<file path="src/rtl/fifo_write_arbiter.sv">
// fifo_write_arbiter: round-robin burst-limited sharing of one FIFO write port between two pixel producers
module fifo_write_arbiter #(
    parameter int PIX_WIDTH  = 16,
    parameter int MEM_LENGTH = 8,
    parameter int FULL_LEVEL = 255,
    parameter int BURST      = 4
) (
    input  logic                  clk,
    input  logic                  reset,
    input  logic                  req0,
    input  logic [PIX_WIDTH-1:0]  pix0,
    output logic                  ack0,
    input  logic                  req1,
    input  logic [PIX_WIDTH-1:0]  pix1,
    output logic                  ack1,
    input  logic [MEM_LENGTH-1:0] fill,
    output logic                  wr_en,
    output logic [PIX_WIDTH-1:0]  wr_pix,
    output logic                  grant_id,
    output logic                  busy
);
    localparam int CW = $clog2(BURST + 1);
    localparam logic [1:0] IDLE   = 2'd0;
    localparam logic [1:0] GRANT0 = 2'd1;
    localparam logic [1:0] GRANT1 = 2'd2;

    logic [1:0]            state_q, state_d;
    logic                  last_q, last_d;
    logic [CW-1:0]         cnt_q, cnt_d;
    logic                  wr_en_q, wr_en_d;
    logic [PIX_WIDTH-1:0]  wr_pix_q, wr_pix_d;
    logic [MEM_LENGTH:0]   level;
    logic                  space, granted, g, own_req, oth_req, acc, done;
    logic [1:0]            other;

    // the registered write still in flight is not yet visible in fill
    assign level   = {1'b0, fill} + {{MEM_LENGTH{1'b0}}, wr_en_q};
    assign space   = level < (MEM_LENGTH + 1)'(FULL_LEVEL);
    assign ack0    = !reset && state_q == GRANT0 && req0 && space;
    assign ack1    = !reset && state_q == GRANT1 && req1 && space;
    assign granted = state_q == GRANT0 || state_q == GRANT1;
    assign g       = state_q == GRANT1;
    assign own_req = g ? req1 : req0;
    assign oth_req = g ? req0 : req1;
    assign other   = g ? GRANT0 : GRANT1;
    assign acc     = ack0 | ack1;
    assign done    = acc && cnt_q == CW'(BURST - 1);

    always_comb begin
        state_d  = state_q;
        last_d   = last_q;
        cnt_d    = cnt_q;
        wr_en_d  = acc;
        wr_pix_d = ack1 ? pix1 : ack0 ? pix0 : wr_pix_q;
        if (granted) begin
            if (!own_req) begin
                state_d = oth_req ? other : IDLE;
                last_d  = g;
                cnt_d   = '0;
            end else if (done) begin
                cnt_d = '0;
                if (oth_req) begin
                    state_d = other;
                    last_d  = g;
                end
            end else if (acc) begin
                cnt_d = cnt_q + CW'(1);
            end
        end else begin
            state_d = (req0 && (last_q || !req1)) ? GRANT0 : req1 ? GRANT1 : IDLE;
            cnt_d   = '0;
        end
    end

    always_ff @(posedge clk) begin
        if (reset) begin
            state_q  <= IDLE;
            last_q   <= 1'b1;
            cnt_q    <= '0;
            wr_en_q  <= 1'b0;
            wr_pix_q <= '0;
        end else begin
            state_q  <= state_d;
            last_q   <= last_d;
            cnt_q    <= cnt_d;
            wr_en_q  <= wr_en_d;
            wr_pix_q <= wr_pix_d;
        end
    end

    assign wr_en    = wr_en_q;
    assign wr_pix   = wr_pix_q;
    assign grant_id = g;
    assign busy     = granted;
endmodule
</file>
<file path="config.mk">
export PLATFORM = sky130hd
export DESIGN_NAME = fifo_write_arbiter
export DESIGN_NICKNAME = d
export VERILOG_FILES = /design/src/rtl/fifo_write_arbiter.sv
export SDC_FILE = /design/constraint.sdc
export NUM_CORES = 1
export LEC_CHECK = 0
export ABC_AREA = 1
export CAP_MARGIN = 20
export CORE_AREA = 2 2 54 81
export DETAILED_ROUTE_END_ITERATION = 16
export DIE_AREA = 0 0 56 83
export GPL_TIMING_DRIVEN = 0
export PLACE_DENSITY_LB_ADDON = 0.05
export RECOVER_POWER = 25
export SETUP_SLACK_MARGIN = 0.2
export SYNTH_ARGS = -nofsm -noshare
export SYNTH_HDL_FRONTEND = slang
export SYNTH_SLANG_ARGS = --single-unit
</file>
<file path="constraint.sdc">
create_clock -name clk -period 2.85 [get_ports clk]
set_input_delay 0.285 -clock clk [delete_from_list [all_inputs] [get_ports clk]]
set_output_delay 0.285 -clock clk [all_outputs]
set_load 0.05 [all_outputs]
</file>
Yosys cells after proc, flatten, opt, wreduce, memory -nomap -nowiden
Index checks and enable logic that the tools add are counted.
W data, S select, Z words.
- register bits: 23
- bits in latches: 0
- memory bits (writable): 0
- memory bits (read-only): 0
- input bits: 44
- output and inout bits: 21
- word-level logic and storage cells: 49
- memories kept: 0
- add/sub/neg operators: 2
- $mul: 0
- div/mod/pow operators: 0
- $lt $le $gt $ge: 1
- equality and inequality tests: 7
- shift-type cells: 0
- multiplexer cells: 15
- bitwise logic cells: 3
- reduce and logical (&&, ||, !) cells: 16
- operators by type and width (cell ; number):
    $mux W16 ; 2
    $mux W2 ; 8
    $add A8 B1 Y9 ; 1
    $lt A9 B8 Y1 const B ; 1
    $logic_and A1 B1 Y1 ; 8
    $ne A3 B2 Y1 const B ; 2
    $mux W1 ; 5
    $ne A2 B1 Y1 const B ; 2
    $reduce_or A4 Y1 ; 1
    $add A3 B1 Y3 const B ; 1
    $eq A3 B2 Y1 const B ; 1
    $reduce_and A3 Y1 ; 1
    $eq A2 B1 Y1 const B ; 1
    $eq A2 B2 Y1 const B ; 1
    $logic_not A1 Y1 ; 2
    $logic_or A1 B1 Y1 ; 2
    $not A1 Y1 ; 2
    $reduce_and A2 Y1 ; 1
    $reduce_bool A2 Y1 ; 1
    $or A1 B1 Y1 ; 1

Longest topological paths before layout
Gate-level depths: netlist (run 1).
- word-level depth: 9
- gate-level depth with buffers: 14
- gate-level depth less buffers: 13

Worst setup path before layout (run 1)
No wires, ideal clock.
- path type: reg-to-reg
- from: register wr_en_q, in the netlist wr_en
- to: register wr_pix_q[10], in the netlist wr_pix[10]
- library setup time: 59 ps
- data arrival time: 2041 ps
- required time: 2791 ps
- slack: 750 ps
- cell stages (with the launch flop): 15
- buffers on the path: 1
- period minus slack after synthesis: 2100 ps
- cells stage by stage: dfxtp_1 > ha_1 > ha_1 > nand2_1 > nand2_1 > nand2_1 > inv_1 > nand3_2 > nand2_4 > inv_2 > buf_6 > nand2_1 > nand3_1 > o211ai_1 > inv_1
- longest elaborated chain between the ends: 4
- elaborated cells between the ends (all ways): 6
- classes of those cells: 1 x add/sub; 1 x order compare; 1 x mux; 3 x reduce/logical
- ends and longest elaborated chain (what ; RTL line ; source):
    from (decl) ; 30 ; logic wr_en_q, wr_en_d;
    from (signal assigned) ; 86 ; wr_en_q <= wr_en_d;
    $add A8 B1 Y9 * ; 37 ; assign level = {1'b0, fill} + {{MEM_LENGTH{1'b0}}, wr_en_q};
    $lt A9 B8 Y1 * ; 38 ; assign space = level < (MEM_LENGTH + 1)'(FULL_LEVEL);
    $logic_and A1 B1 Y1 * ; 40 ; assign ack1 = !reset && state_q == GRANT1 && req1 && space;
    via ack1 ; 15 ; output logic ack1,
    $mux W16 or $reduce_bool A2 Y1 (tied branches) ; -- ;
    to (signal assigned) ; 87 ; wr_pix_q <= wr_pix_d;
    to (decl) ; 31 ; logic [PIX_WIDTH-1:0] wr_pix_q, wr_pix_d;
Mark *: on every way through the listed nets, which the timed path passes. The rest lies on a longest branch.
A chain may end at the register's enable or synchronous reset.

Worst setup path after layout (run 1)
- from: input fill[0]
- to: output ack1
- longest elaborated chain between the ends: 3
- ends and longest elaborated chain (what ; RTL line ; source):
    from (decl) ; 16 ; input logic [MEM_LENGTH-1:0] fill,
    $add A8 B1 Y9 ; 37 ;
    $lt A9 B8 Y1 ; 38 ;
    $logic_and A1 B1 Y1 ; 40 ;
    to (decl) ; 15 ;
No other way between the ends.

==> results summary, run 1 <==
The multi-input combinational cell area is 683 sq um. The count of inserted antenna diode cells came out at 0. The clock passes through at most 2 buffers. The total routing resource utilization after global routing is 0.153. The number of global-route vias before repair is 1378. At the worst endpoint, the arrival time is 2.22 ns. The number of fill cells in the layout came out at 393. The share of power burned in the clock network came out at 0.133. The most critical setup path has its endpoint at ack1.

Static timing analysis puts the maximum clock frequency at 400 MHz. The top cell types in the final layout, fill and taps aside, are sky130_fd_sc_hd__clkdlybuf4s50_1 (51), sky130_fd_sc_hd__nand2_1 (48), sky130_fd_sc_hd__inv_1 (25), sky130_fd_sc_hd__nand3_1 (25), sky130_fd_sc_hd__dfxtp_1 (23). The routed via count divided by cell count came out at 4.60. The net switching power is 0.000691 W. After layout, the design draws a total of 0.00149 W. Once the clock tree was built, the setup fixing pass inserted 0 buffers. For met1 alone, demand over resource in global routing was 0.156.

The power density relative to cell area came out at 734 nW/um^2. The first detailed-routing pass ran for 4 iterations. The number of non-filler instances in the completed layout came out at 297. The signed area change from the synthesized netlist to the final layout came out at 57.1%.

The total DRC errors in the routed layout came out at 0. The share of total power dissipated in sequential elements is 0.293. The number of maximum-capacitance violations came out at 0. The starting density of the core came out at 0.328. The run finished with clean final reports. The tree is rooted in a sky130_fd_sc_hd__clkbuf_8.

In this run, synthesis produced a sequential element count of 23. The met2 track utilization from global routing came out at 0.297. For this run, global-route usage on met3 was measured as 0.0343. After floorplanning, the core was divided into 28 placement rows. In the final layout, the share of cells above drive strength 1 is 0.0714. The initial antenna violation count is 0.

Ranked by total cell area, the synthesized netlist is headed by sky130_fd_sc_hd__dfxtp_1 (36%), sky130_fd_sc_hd__nand2_1 (14%), sky130_fd_sc_hd__nand3_1 (9.7%). The number of H-tree levels is 1. Entering global routing, the biggest net connects 13 pins.

The post-CTS clock slew at the launch and capture registers of the worst setup and hold paths came out at 0.08 ns. The core region area came out at 3920 sq um. The largest clock skew in the final design is 0.00268 ns.

The count of mapped cells out of synthesis is 184. The total overflow reported by the global router is 0. The total nets after synthesis is 234. The routed design could run at a clock period as short as 2.50 ns.

The worst hold path belongs to the class reg -> reg. Dividing the final minimum period by the clock period gives 0.877. The worst setup path is captured at an output port. The worst register-to-register path ends at wr_pix[10]. Dividing the detail-routed wire length by the instance count gives 11.3 um. For this block, the routed nets add up to 3.36 mm of wire. The maximum fanout along the worst path is 10. The startpoint of the worst setup timing path is fill[0]. The floorplan step set the die height to 83 um. The slew of the pin with the lowest slew margin is 0.533 ns.

The die boundary width came out at 56 um. The number of synthesis warnings came out at 0. The worst reg-to-reg path cell count came out at 12. Setup repair after global routing left no endpoint under its margin. The residual antenna-violating net count after detailed routing is 0. The clock drives 23 sinks. The clock network latency to the later pin of the worst-skew pair is 0.26 ns. The total I/O pin count came out at 65. The worst slack after detailed placement is -0.195 ns. The highest ir drop seen on vdd is 0.447 mV.

The mean area per synthesized cell came out at 7.00 sq um. The weighted congestion at the end of routability-driven global placement is 0.777. Summed over all instances, the cell type with the most area after synthesis is sky130_fd_sc_hd__dfxtp_1. The number of DRC markers after the initial detailed-route iteration is 33. The analysis attributes to cell leakage a power of 0.935 nW. The required time reported for the critical path endpoint came out at 2.57 ns.

The share of the synthesized area in the top cell type is 0.357. The summed negative setup slack over all endpoints came out at 0 ns. The number of placed cells counting well taps came out at 293. The first global-routing pass estimated 5.84 mm of wire. Of the total power, combinational logic draws 0.575. The setup check on the worst reg-to-reg path leaves a slack of 0.95 ns. The most crowded layer after global routing is met2. Across all layers, the routed design uses 1367 vias. Counting the buffers created by CTS gives 3.

After legalization and detailed placement, the total HPWL measured 2.72 mm. The final number of max-transition violations came out at 0. The post-synth design cell area is 1290 sq um. The worst pin sits at a relative slew slack of 0.644. The number of nets at the end of the flow came out at 303. The internal power of the cells totals 0.000796 W.

The sort of element at the start of the critical path is a primary input. The sequential area share after synthesis came out at 0.357. The combined flip-flop and latch cell area is 460 sq um. Buffers placed on the I/O ports in this run total 64. In this run, distinct cell masters in the synthesized netlist total 23. The library cell used most frequently in the layout, excluding fill and tap cells, is sky130_fd_sc_hd__clkdlybuf4s50_1. The switching part of the total power is 0.465. The utilization after layout is 0.516.

The total count of hold-check failures in the final report came out at 0. The worst setup path is of the in -> out kind. TritonCTS built the clock tree. The post-layout worst setup margin came out at 0.350 ns. The die footprint came out at 4650 sq um. In this run the critical register-to-register path is launched from wr_en. The final setup violation count is 0.
metal layers:
layer,share of wire,vias up
met1,0.40,595
met2,0.54,33
met5,0,-
met3,0.051,4
met4,0.011,0
li1,-,735
final cells by class:
cell class,instances,share of cell area
Clock buffer,4,0.0222
Inverter,28,0.0519
Multi-Input combinational cell,127,0.337
Timing Repair Buffer,64,0.313
Tap cell,45,0.0278
Sequential cell,23,0.227
Buffer,6,0.0198
how the worst min path moves through the flow:
| stage | to | depth (start not counted) | start |
|---|---|---|---|
| after floorplan | state_q[0] | 1 | reset |
| after global placement | cnt_q[1] | 2 | cnt_q[1] |
| after detailed placement | last_q | 2 | last_q |
| after CTS | last_q | 2 | last_q |
| after global routing | cnt_q[1] | 2 | cnt_q[1] |
| final | last_q | 2 | last_q |
registers in the layout (all words and copies together) (netlist names):
register,cells
wr_pix,16
state_q,2
last_q,1
cnt_q,3
wr_en,1
stage by stage:
step / hold slack (ns) / instance area, sq um
2_1_floorplan: 0.354 / 1290
3_3_place_gp: 0.453 / 1990
3_5_place_dp: 0.460 / 1990
4_1_cts: 0.474 / 2030
5_1_grt: 0.490 / 2020
6_report: 0.465 / 2020
what timing repair did:
item                                    4_1_cts  5_1_grt
hold buffers                                  0        0
pin swaps                                     0        0
endpoints found under the setup margin        2        1
resized for setup                             3        1
cells by family (layout without fill, tap and decap cells):
family	Yosys count	in the layout	synth area share
flip-flops	23	23	0.357
AO/OA/AOI/OAI	33	33	0.161
buffers and inverters	34	102	0.113
adder cells (fa/ha/maj)	6	6	0.0583
AND/OR/NAND/NOR	88	88	0.311
cells in the mapped netlist:
cell type,instances
sky130_fd_sc_hd__nand2_1,48
sky130_fd_sc_hd__inv_1,25
sky130_fd_sc_hd__nand3_1,25
sky130_fd_sc_hd__dfxtp_1,23
sky130_fd_sc_hd__o211ai_1,13
sky130_fd_sc_hd__o21ai_0,11
sky130_fd_sc_hd__nor2_1,7
sky130_fd_sc_hd__ha_1,6
sky130_fd_sc_hd__a21oi_1,5
sky130_fd_sc_hd__inv_2,3
sky130_fd_sc_hd__buf_2,2
sky130_fd_sc_hd__buf_4,2
sky130_fd_sc_hd__nand2_2,2
sky130_fd_sc_hd__nor2_4,2
sky130_fd_sc_hd__or2_1,2
sky130_fd_sc_hd__buf_6,1
sky130_fd_sc_hd__clkbuf_1,1
sky130_fd_sc_hd__nand2_4,1
sky130_fd_sc_hd__nand3_2,1
sky130_fd_sc_hd__o2111ai_1,1
sky130_fd_sc_hd__o21bai_1,1
sky130_fd_sc_hd__o22ai_1,1
sky130_fd_sc_hd__o31ai_1,1
power groups by stage:
stage	Sequential, W	Clock, W	Combinational (W)
3_5_place_dp	0.000444	0	0.000875
4_1_cts	0.000437	0.000206	0.000878
3_3_place_gp	0.000444	0	0.000877
5_1_grt	0.000444	0.000224	0.000926
6_report	0.000435	0.000197	0.000854
2_1_floorplan	0.000621	0	0.000405
critical path: stages:
cell	delay (ns)
sky130_fd_sc_hd__clkdlybuf4s50_1	0.41
sky130_fd_sc_hd__ha_1	0.23
sky130_fd_sc_hd__ha_1	0.27
sky130_fd_sc_hd__nand2_1	0.07
sky130_fd_sc_hd__nand2_1	0.05
sky130_fd_sc_hd__nand2_1	0.05
sky130_fd_sc_hd__inv_1	0.05
sky130_fd_sc_hd__nand3_2	0.10
sky130_fd_sc_hd__nand2_4	0.11
sky130_fd_sc_hd__inv_2	0.15
sky130_fd_sc_hd__buf_6	0.16
sky130_fd_sc_hd__clkbuf_2	0.28
Note: power is estimated with default switching activity, not from simulation.
==> run 2, diff against run 1 <==
ABC_CLOCK_PERIOD_IN_PS = 2850   (was default)
==> results of run 2 <==
Final layout, timing and power as in run 1 (identical DEF).
